<file path="config.mk">
export PLATFORM = sky130hd
export DESIGN_NAME = rfaludm_ctrl_flat
export DESIGN_NICKNAME = d
export VERILOG_FILES = /design/src/rtl/rfaludm_ctrl_if.sv /design/src/rtl/rfaludm_ctrl.sv /design/src/flat_wrapper.sv
export SDC_FILE = /design/constraint.sdc
export NUM_CORES = 1
export LEC_CHECK = 0
export ABC_AREA = 1
export CAP_MARGIN = 15
export CORE_UTILIZATION = 37
export CTS_BUF_LIST = sky130_fd_sc_hd__clkbuf_4 sky130_fd_sc_hd__clkbuf_8
export DETAILED_ROUTE_END_ITERATION = 8
export PLACE_DENSITY = 0.79
export SLEW_MARGIN = 15
export SYNTH_ARGS = -nofsm -noshare
export SYNTH_HDL_FRONTEND = slang
export SYNTH_SLANG_ARGS = --single-unit
export TNS_END_PERCENT = 10
</file>
<file path="constraint.sdc">
create_clock -name clock -period 1.7 [get_ports clock]
set_clock_uncertainty 0.1 [all_clocks]
set_input_delay 0.34 -clock clock [delete_from_list [all_inputs] [get_ports clock]]
set_output_delay 0.34 -clock clock [all_outputs]
set_load 0.1 [all_outputs]
</file>
<file path="src/rtl/rfaludm_ctrl_if.sv">
// Sequencer <-> fetch/datapath bundle for rfaludm_ctrl.
// The slave modport is the controller; master is whoever drives start/instr/Zero.
interface rfaludm_ctrl_if;
   logic        start;
   logic [31:0] instr;
   logic        busy;
   logic        done;
   logic        illegal;
   logic        branch_taken;
   logic [18:0] branch_offset;
   logic        Zero;
   logic [5:0]  Read1;
   logic [5:0]  Read2;
   logic [5:0]  WriteReg;
   logic        RegWrite;
   logic        MemRead;
   logic        MemWrite;
   logic        MemtoReg;
   logic [1:0]  ALUOp;
   logic [10:0] OpCodefield;
   logic [8:0]  SEin;
   logic [1:0]  AluSrc;

   modport master (
      output start, instr, Zero,
      input  busy, done, illegal, branch_taken, branch_offset,
             Read1, Read2, WriteReg, RegWrite, MemRead, MemWrite, MemtoReg,
             ALUOp, OpCodefield, SEin, AluSrc
   );

   modport slave (
      input  start, instr, Zero,
      output busy, done, illegal, branch_taken, branch_offset,
             Read1, Read2, WriteReg, RegWrite, MemRead, MemWrite, MemtoReg,
             ALUOp, OpCodefield, SEin, AluSrc
   );
endinterface

</file>
<file path="src/rtl/rfaludm_ctrl.sv">
// Multi-cycle LEGv8 sequencer for the RFALUDM datapath (DECODE/EXEC/MEM/WB/DONE).
// Define CTRL_CBZ_EN to decode CBZ; otherwise CBZ is reported as illegal.
module rfaludm_ctrl (
   input  logic          clock,
   input  logic          reset,
   rfaludm_ctrl_if.slave bus
);
   localparam logic [2:0] S_IDLE   = 3'd0;
   localparam logic [2:0] S_DECODE = 3'd1;
   localparam logic [2:0] S_EXEC   = 3'd2;
   localparam logic [2:0] S_MEM    = 3'd3;
   localparam logic [2:0] S_WB     = 3'd4;
   localparam logic [2:0] S_DONE   = 3'd5;

   localparam logic [10:0] OP_ADD  = 11'b10001011000;
   localparam logic [10:0] OP_SUB  = 11'b11001011000;
   localparam logic [10:0] OP_AND  = 11'b10001010000;
   localparam logic [10:0] OP_ORR  = 11'b10101010000;
   localparam logic [10:0] OP_LDUR = 11'b11111000010;
   localparam logic [10:0] OP_STUR = 11'b11111000000;

   logic [2:0]  state, nxt;
   logic [31:0] ir;
   logic [10:0] opc;
   logic        is_r, is_ld, is_st, is_cbz, is_ill, active;

   assign opc   = ir[31:21];
   assign is_r  = (opc == OP_ADD) || (opc == OP_SUB) || (opc == OP_AND) || (opc == OP_ORR);
   assign is_ld = (opc == OP_LDUR);
   assign is_st = (opc == OP_STUR);
`ifdef CTRL_CBZ_EN
   assign is_cbz = (ir[31:24] == 8'b10110100);
`else
   assign is_cbz = 1'b0;
`endif
   assign is_ill = !(is_r || is_ld || is_st || is_cbz);
   assign active = (state != S_IDLE);

   always_ff @(posedge clock or posedge reset) begin
      if (reset) begin
         state <= S_IDLE;
         ir    <= 32'd0;
      end else begin
         state <= nxt;
         if (state == S_IDLE && bus.start) ir <= bus.instr;
      end
   end

`ifdef CTRL_CBZ_EN
   // Zero is only meaningful while the CBZ operand sits on the ALU in EXEC.
   logic zq;
   always_ff @(posedge clock or posedge reset) begin
      if (reset)                zq <= 1'b0;
      else if (state == S_EXEC) zq <= bus.Zero;
   end
   assign bus.branch_taken = (state == S_DONE) && is_cbz && zq;
`else
   assign bus.branch_taken = 1'b0;
`endif

   always_comb begin
      nxt = state;
      case (state)
         S_IDLE:   if (bus.start) nxt = S_DECODE;
         S_DECODE: nxt = is_ill ? S_DONE : S_EXEC;
         S_EXEC:   nxt = is_r ? S_WB : ((is_ld || is_st) ? S_MEM : S_DONE);
         S_MEM:    nxt = is_ld ? S_WB : S_DONE;
         S_WB:     nxt = S_DONE;
         S_DONE:   nxt = S_IDLE;
         default:  nxt = S_IDLE;
      endcase
   end

   always_comb begin
      bus.Read1         = 6'd0;
      bus.Read2         = 6'd0;
      bus.WriteReg      = 6'd0;
      bus.ALUOp         = 2'b00;
      bus.AluSrc        = 2'b00;
      bus.OpCodefield   = 11'd0;
      bus.SEin          = 9'd0;
      bus.branch_offset = 19'd0;
      if (active) begin
         bus.OpCodefield   = opc;
         bus.SEin          = ir[20:12];
         bus.branch_offset = ir[23:5];
         if (is_r) begin
            bus.Read1    = {1'b0, ir[9:5]};
            bus.Read2    = {1'b0, ir[20:16]};
            bus.WriteReg = {1'b0, ir[4:0]};
            bus.ALUOp    = 2'b10;
         end else if (is_ld || is_st) begin
            bus.Read1    = {1'b0, ir[9:5]};
            bus.Read2    = {1'b0, ir[4:0]};
            bus.WriteReg = {1'b0, ir[4:0]};
            bus.AluSrc   = 2'b01;
         end else if (is_cbz) begin
            bus.Read2    = {1'b0, ir[4:0]};
            bus.ALUOp    = 2'b01;
         end
      end
   end

   // Strobes decode straight from state, so an async reset drops them at once.
   assign bus.busy     = active;
   assign bus.done     = (state == S_DONE);
   assign bus.illegal  = (state == S_DONE) && is_ill;
   assign bus.MemRead  = (state == S_MEM) && is_ld;
   assign bus.MemWrite = (state == S_MEM) && is_st;
   assign bus.MemtoReg = ((state == S_MEM) || (state == S_WB)) && is_ld;
   assign bus.RegWrite = (state == S_WB) && (is_r || is_ld) && (ir[4:0] != 5'd31);
endmodule
</file>
<file path="src/flat_wrapper.sv">
// flat-port wrapper written by rule: the top's interface ports become plain ports
module rfaludm_ctrl_flat 
  (clock, reset, bus_start, bus_instr, bus_Zero, bus_busy, bus_done, bus_illegal, bus_branch_taken, bus_branch_offset, bus_Read1, bus_Read2, bus_WriteReg, bus_RegWrite, bus_MemRead, bus_MemWrite, bus_MemtoReg, bus_ALUOp, bus_OpCodefield, bus_SEin, bus_AluSrc);
  rfaludm_ctrl_if bus_i ();
  input  logic clock;
  input  logic reset;
  input wire logic [$bits(bus_i.start)-1:0] bus_start;
  input wire logic [$bits(bus_i.instr)-1:0] bus_instr;
  input wire logic [$bits(bus_i.Zero)-1:0] bus_Zero;
  output wire logic [$bits(bus_i.busy)-1:0] bus_busy;
  output wire logic [$bits(bus_i.done)-1:0] bus_done;
  output wire logic [$bits(bus_i.illegal)-1:0] bus_illegal;
  output wire logic [$bits(bus_i.branch_taken)-1:0] bus_branch_taken;
  output wire logic [$bits(bus_i.branch_offset)-1:0] bus_branch_offset;
  output wire logic [$bits(bus_i.Read1)-1:0] bus_Read1;
  output wire logic [$bits(bus_i.Read2)-1:0] bus_Read2;
  output wire logic [$bits(bus_i.WriteReg)-1:0] bus_WriteReg;
  output wire logic [$bits(bus_i.RegWrite)-1:0] bus_RegWrite;
  output wire logic [$bits(bus_i.MemRead)-1:0] bus_MemRead;
  output wire logic [$bits(bus_i.MemWrite)-1:0] bus_MemWrite;
  output wire logic [$bits(bus_i.MemtoReg)-1:0] bus_MemtoReg;
  output wire logic [$bits(bus_i.ALUOp)-1:0] bus_ALUOp;
  output wire logic [$bits(bus_i.OpCodefield)-1:0] bus_OpCodefield;
  output wire logic [$bits(bus_i.SEin)-1:0] bus_SEin;
  output wire logic [$bits(bus_i.AluSrc)-1:0] bus_AluSrc;
  assign bus_i.start = bus_start;
  assign bus_i.instr = bus_instr;
  assign bus_i.Zero = bus_Zero;
  assign bus_busy = bus_i.busy;
  assign bus_done = bus_i.done;
  assign bus_illegal = bus_i.illegal;
  assign bus_branch_taken = bus_i.branch_taken;
  assign bus_branch_offset = bus_i.branch_offset;
  assign bus_Read1 = bus_i.Read1;
  assign bus_Read2 = bus_i.Read2;
  assign bus_WriteReg = bus_i.WriteReg;
  assign bus_RegWrite = bus_i.RegWrite;
  assign bus_MemRead = bus_i.MemRead;
  assign bus_MemWrite = bus_i.MemWrite;
  assign bus_MemtoReg = bus_i.MemtoReg;
  assign bus_ALUOp = bus_i.ALUOp;
  assign bus_OpCodefield = bus_i.OpCodefield;
  assign bus_SEin = bus_i.SEin;
  assign bus_AluSrc = bus_i.AluSrc;
  rfaludm_ctrl u_core (.clock(clock), .reset(reset), .bus(bus_i));
endmodule
</file>
Word level (Yosys, flattened, before mapping) --
Index checks and enable logic that the tools add are counted.
Cells by class: eq/ne operators 13, muxes and demuxes 22, reductions and logical operators 17
Operators by type and width (count):
- 11-bit equality test (second input constant) | 6
- 6-bit 2-to-1 mux | 6
- 19-bit 2-to-1 mux | 1
- 3-bit case mux with 5 select lines | 1
- 3-bit 2-to-1 mux | 4
- 11-bit 2-to-1 mux | 1
- 5-bit 2-to-1 mux | 2
- 9-bit 2-to-1 mux | 1
- 2-bit 2-to-1 mux | 4
- 1-bit logical AND | 7
- 1-bit logical OR | 7
- 3-bit by 2-bit equality test with 1-bit output (second input constant) | 2
- 3-bit equality test (second input constant) | 2
- 5-bit != test (second input constant) | 1
- 3-bit by 1-bit equality test with 1-bit output (second input constant) | 1
- 3-bit zero test | 1
- 3-bit nonzero test | 1
- 1-bit 2-to-1 mux | 2
- 2-bit != test (second input constant) | 1
- 1-bit zero test | 1
Word-level totals: bits in registers 35, input port bits 36, output and inout port bits 69

Depth between registers and ports, before layout --
depth after elaboration 8, gate-level depth with buffers 9

Worst setup path before layout --
OpenSTA, ideal clock, no wires.
kind register -> output, start point reg u_core.ir[31], end point out bus_illegal, arrival time 3.581 ns, data required time 1.260 ns, setup slack -2.321 ns, stages on the path, launching flop included 8, cell sequence dfrtp_1 nand2_1 inv_1 nand2_1 nor2_1 nand2_1 nand2_1 nor4_1
Between the ends: longest elaborated chain between the ends 8, elaborated cells between the ends (all ways) 13, classes of those cells eq/ne: 6; reduce/logical: 7
Ends and longest elaborated chain:
- start: declaration | RTL line rfaludm_ctrl.sv:23 | logic [31:0] ir;
- start signal: assignment | RTL line rfaludm_ctrl.sv:45 | if (state == S_IDLE && bus.start) ir <= bus.instr;
- 11-bit equality test | RTL line rfaludm_ctrl.sv:28 | assign is_r = (opc == OP_ADD) || (opc == OP_SUB) || (opc == OP_AND) || (opc == OP_ORR);
- 1-bit logical OR (3 in series) | RTL line rfaludm_ctrl.sv:28
- 1-bit logical OR | RTL line rfaludm_ctrl.sv:36 | assign is_ill = !(is_r || is_ld || is_st || is_cbz);
- 1-bit logical OR * | RTL line rfaludm_ctrl.sv:36
- 1-bit zero test * | RTL line rfaludm_ctrl.sv:36
- 1-bit logical AND * | RTL line rfaludm_ctrl.sv:107 | assign bus.illegal = (state == S_DONE) && is_ill;
- end: declaration | RTL line flat_wrapper.sv:12 | output wire logic [$bits(bus_i.illegal)-1:0] bus_illegal;
Mark *: on every way between the ends. The rest lies on a longest branch, timed or not.

Worst setup path in the final report --
start point reg u_core.ir[21], end point out bus_WriteReg[4]
Between the ends: longest elaborated chain between the ends 6, elaborated cells between the ends (all ways) 13, classes of those cells eq/ne: 6; mux: 3; reduce/logical: 4
Ends and longest elaborated chain:
- 11-bit equality test | RTL line rfaludm_ctrl.sv:28
- 1-bit logical OR (3 in series) | RTL line rfaludm_ctrl.sv:28
- 6-bit 2-to-1 mux * | RTL line rfaludm_ctrl.sv:87 | if (is_r) begin
- 6-bit 2-to-1 mux * | RTL line rfaludm_ctrl.sv:83 | if (active) begin
- end: declaration | RTL line flat_wrapper.sv:17 | output wire logic [$bits(bus_i.WriteReg)-1:0] bus_WriteReg;
Marked as above.

==> summary.md <==
| Metric | Value |
|---|---|
| Status | finished, violations left |
| Failing checks | setup timing |
| DRC | 0 |
| Multiplexer share of the synthesized area | 0.0165 |
| Synth Area in Compound Gates | 0.135 |
| Site Rows | 26 |
| Worst-path clk slew | 80 ps |
| Initial Util | 0.392 |
| Antenna violations before repair | 0 |
| Fin. max-slew vios | 0 |
| Cts bufs inserted | 5 |
| Hold-fix buffer count after cts | 0 |
| Distinct cells, synth | 26 |
| Count of state elements after synthesis | 35 |
| P&R area growth vs syn | 127% |
| Clock Tree Root | clkbuf_8 |
| Hold WC Path Type | primary input to asynchronous set/reset pin |
| Vias per cell | 4.81 |
| Synthesized-area fraction occupied by and/or/nand/nor cells | 0.248 |
| Post-layout min period | 2200 ps |
| Tcrit/Tclk final | 1.29 |
| XOR/XNOR share of the synthesized area | 0 |
| Crit path max fanout | 8 |
| Layout Utilization | 0.889 |
| Setup TNS | -22050 ps |
| Final worst setup slack | -496 ps |
| Die Wd | 76.3 um |
| Final setup fails | 63 |
| Largest family of logic cells by synthesized area | simple AND/OR/NAND/NOR gates |
| Final GP Congestion | 0.786 |
| Die Y | 76.3 um |
| Number of H-tree levels | 2 |
| Vias in the first global route | 2404 |
| First-pass GRT wire length | 11.5 mm |
| Post-DP HPWL | 5.35 mm |
| Startpoint class of the critical path | register |
| Ratio of cells with drive above 1 in the final layout | 0.575 |
| Global route total overflow | 0 |
| Register Area | 877 um2 |
| Clk Latency, worst-skew pair | 280 ps |
| Initial drt markers | 90 |
| Number of fill cells in the layout | 224 |
| Final hold viol count | 0 |
| Routed vias | 2204 |
| Mapped Cells | 264 |
| Number of port buffers | 97 |
| Setup CP Type | register to primary output |
| Antenna diode count | 0 |
| Required @ worst endpoint | 1260 ps |
| Fin area | 4630 um2 |
| Placed instance area | 4360 um2 |
| Worst Setup End Kind | primary output |
| Worst slack at placement | -244 ps |
| Overall Global Routing Usage | 0.248 |
| Final wirelength | 7.07 mm |
| Antenna-violating nets left | 0 |
| RSZ-0062 raised after global routing | true |
| Post-synthesis sequential area ratio | 0.429 |
| TritonRoute pass-1 iters | 4 |
| Average cell area after synthesis | 7.73 um2 |
| Nets@finish | 423 |
| Num ports | 105 |
| Core area | 5200 um2 |
| Fmax achieved | 455 MHz |
| Deepest clock path buffer count | 2 |
| YS warnings | 0 |
| Die ar. | 5820 um2 |
| CTS sink count | 35 |
| Area occupied by multi-input gates | 1320 um2 |
| Max-cap violations | 0 |
| Syn Std Cell Area | 2040 um2 |
| Largest net degree at the start of global routing | 36 |
| Drt wl/cell | 15.4 um |
| Adder-cell share of the synthesized area | 0 |
| CTS tree | done |
| Arr. time, crit path | 1760 ps |
-- flip-flops by register name, summed over array words and instances, names as in the netlist --
signal	flops
u_core.state	3
u_core.ir	32
-- cells by family after synthesis --
family / count (synthesis)
and+or+nand+nor: 118
DFF: 35
other: 1
buffers and inverters: 68
AOI/OAI and AO/OA: 39
muxes: 3
-- worst paths after layout --
check	endpoint	slack (ps)	start	depth (start not counted)
max in group asynchronous	u_core.state[2]	1000	reset	3
hold / removal	u_core.ir[15]	300	reset	3
min in group clock	u_core.ir[11]	440	u_core.ir[11]	2
setup / recovery	bus_WriteReg[4]	-500	u_core.ir[21]	9
setup reg to reg	u_core.ir[5]	70	u_core.state[2]	7
hold reg to reg	u_core.ir[11]	440	u_core.ir[11]	2
-- cell usage after synthesis (all sizes together) --
library cell,n,share of area
nand4,1,0.0031
inv,40,0.074
a211oi,1,0.0037
mux2,3,0.017
a21oi,31,0.11
nor2,73,0.14
conb,1,0.0018
nor3,9,0.022
nor4,1,0.0031
dfrtp,35,0.43
clkbuf,3,0.0055
o21ai,6,0.015
nand3b,1,0.0037
o31ai,1,0.0037
nand3,8,0.022
nand2,25,0.050
buf,25,0.091
-- worst max-delay path, cell delays in order (launching register included) --
cell and delay, ps:
dfrtp_1 420, nor2_2 120, nand2_1 70, nor2_2 100
nand2_2 110, nand2_4 130, inv_8 70, buf_12 140
nor2_4 100, buf_12 180
-- cells in the final DEF, fill, tap and decap left out, types with 3 or more instances in the layout --
cell and count:
inv_2 5, nor2_1 23, clkbuf_8 6, conb_1 6, o21ai_4 5, dfrtp_1 34, mux2_2 3, nor2_4 25
nand3_1 6, nand2_4 3, inv_1 32, buf_4 28, nor3_4 8, a21oi_1 10, nand2_1 14, nand2_2 7
buf_12 74, clkdlybuf4s50_1 34, a21oi_2 20, buf_6 3, nor2_2 24
-- metal layers --
metal	global-route usage	wire, um	vias up
met4	0.0885	103	0
met1	0.267	2620	1070
li1	-	-	1043
met2	0.474	4040	81
met5	0	0	-
met3	0.0515	302	10
-- cell type report --
class	count	area share
Timing Repair Buffer	139	0.446
Multi-Input combinational cell	166	0.284
Sequential cell	35	0.190
Inverter	40	0.0354
Tap cell	70	0.0189
Clock buffer	6	0.0178
Clock inverter	2	0.00757
-- repair_timing --
| item | 4_1_cts | 5_1_grt |
|---|---|---|
| setup endpoints to repair | 63 | 91 |
| gates resized for setup | 17 | 20 |
| buffers inserted | 0 | 2 |
| pin swaps | 9 | 9 |
| endpoints found under the hold margin | 0 | 0 |
-- stage by stage --
step	hold WS, ps	std cells
after floorplan	390	269
after global placement	402	448
after detailed placement	413	448
after CTS	299	456
after global routing	339	458
final	296	458
Power is not shown: default switching activity piles up to over one toggle a cycle in this logic, so the estimate is an artifact.
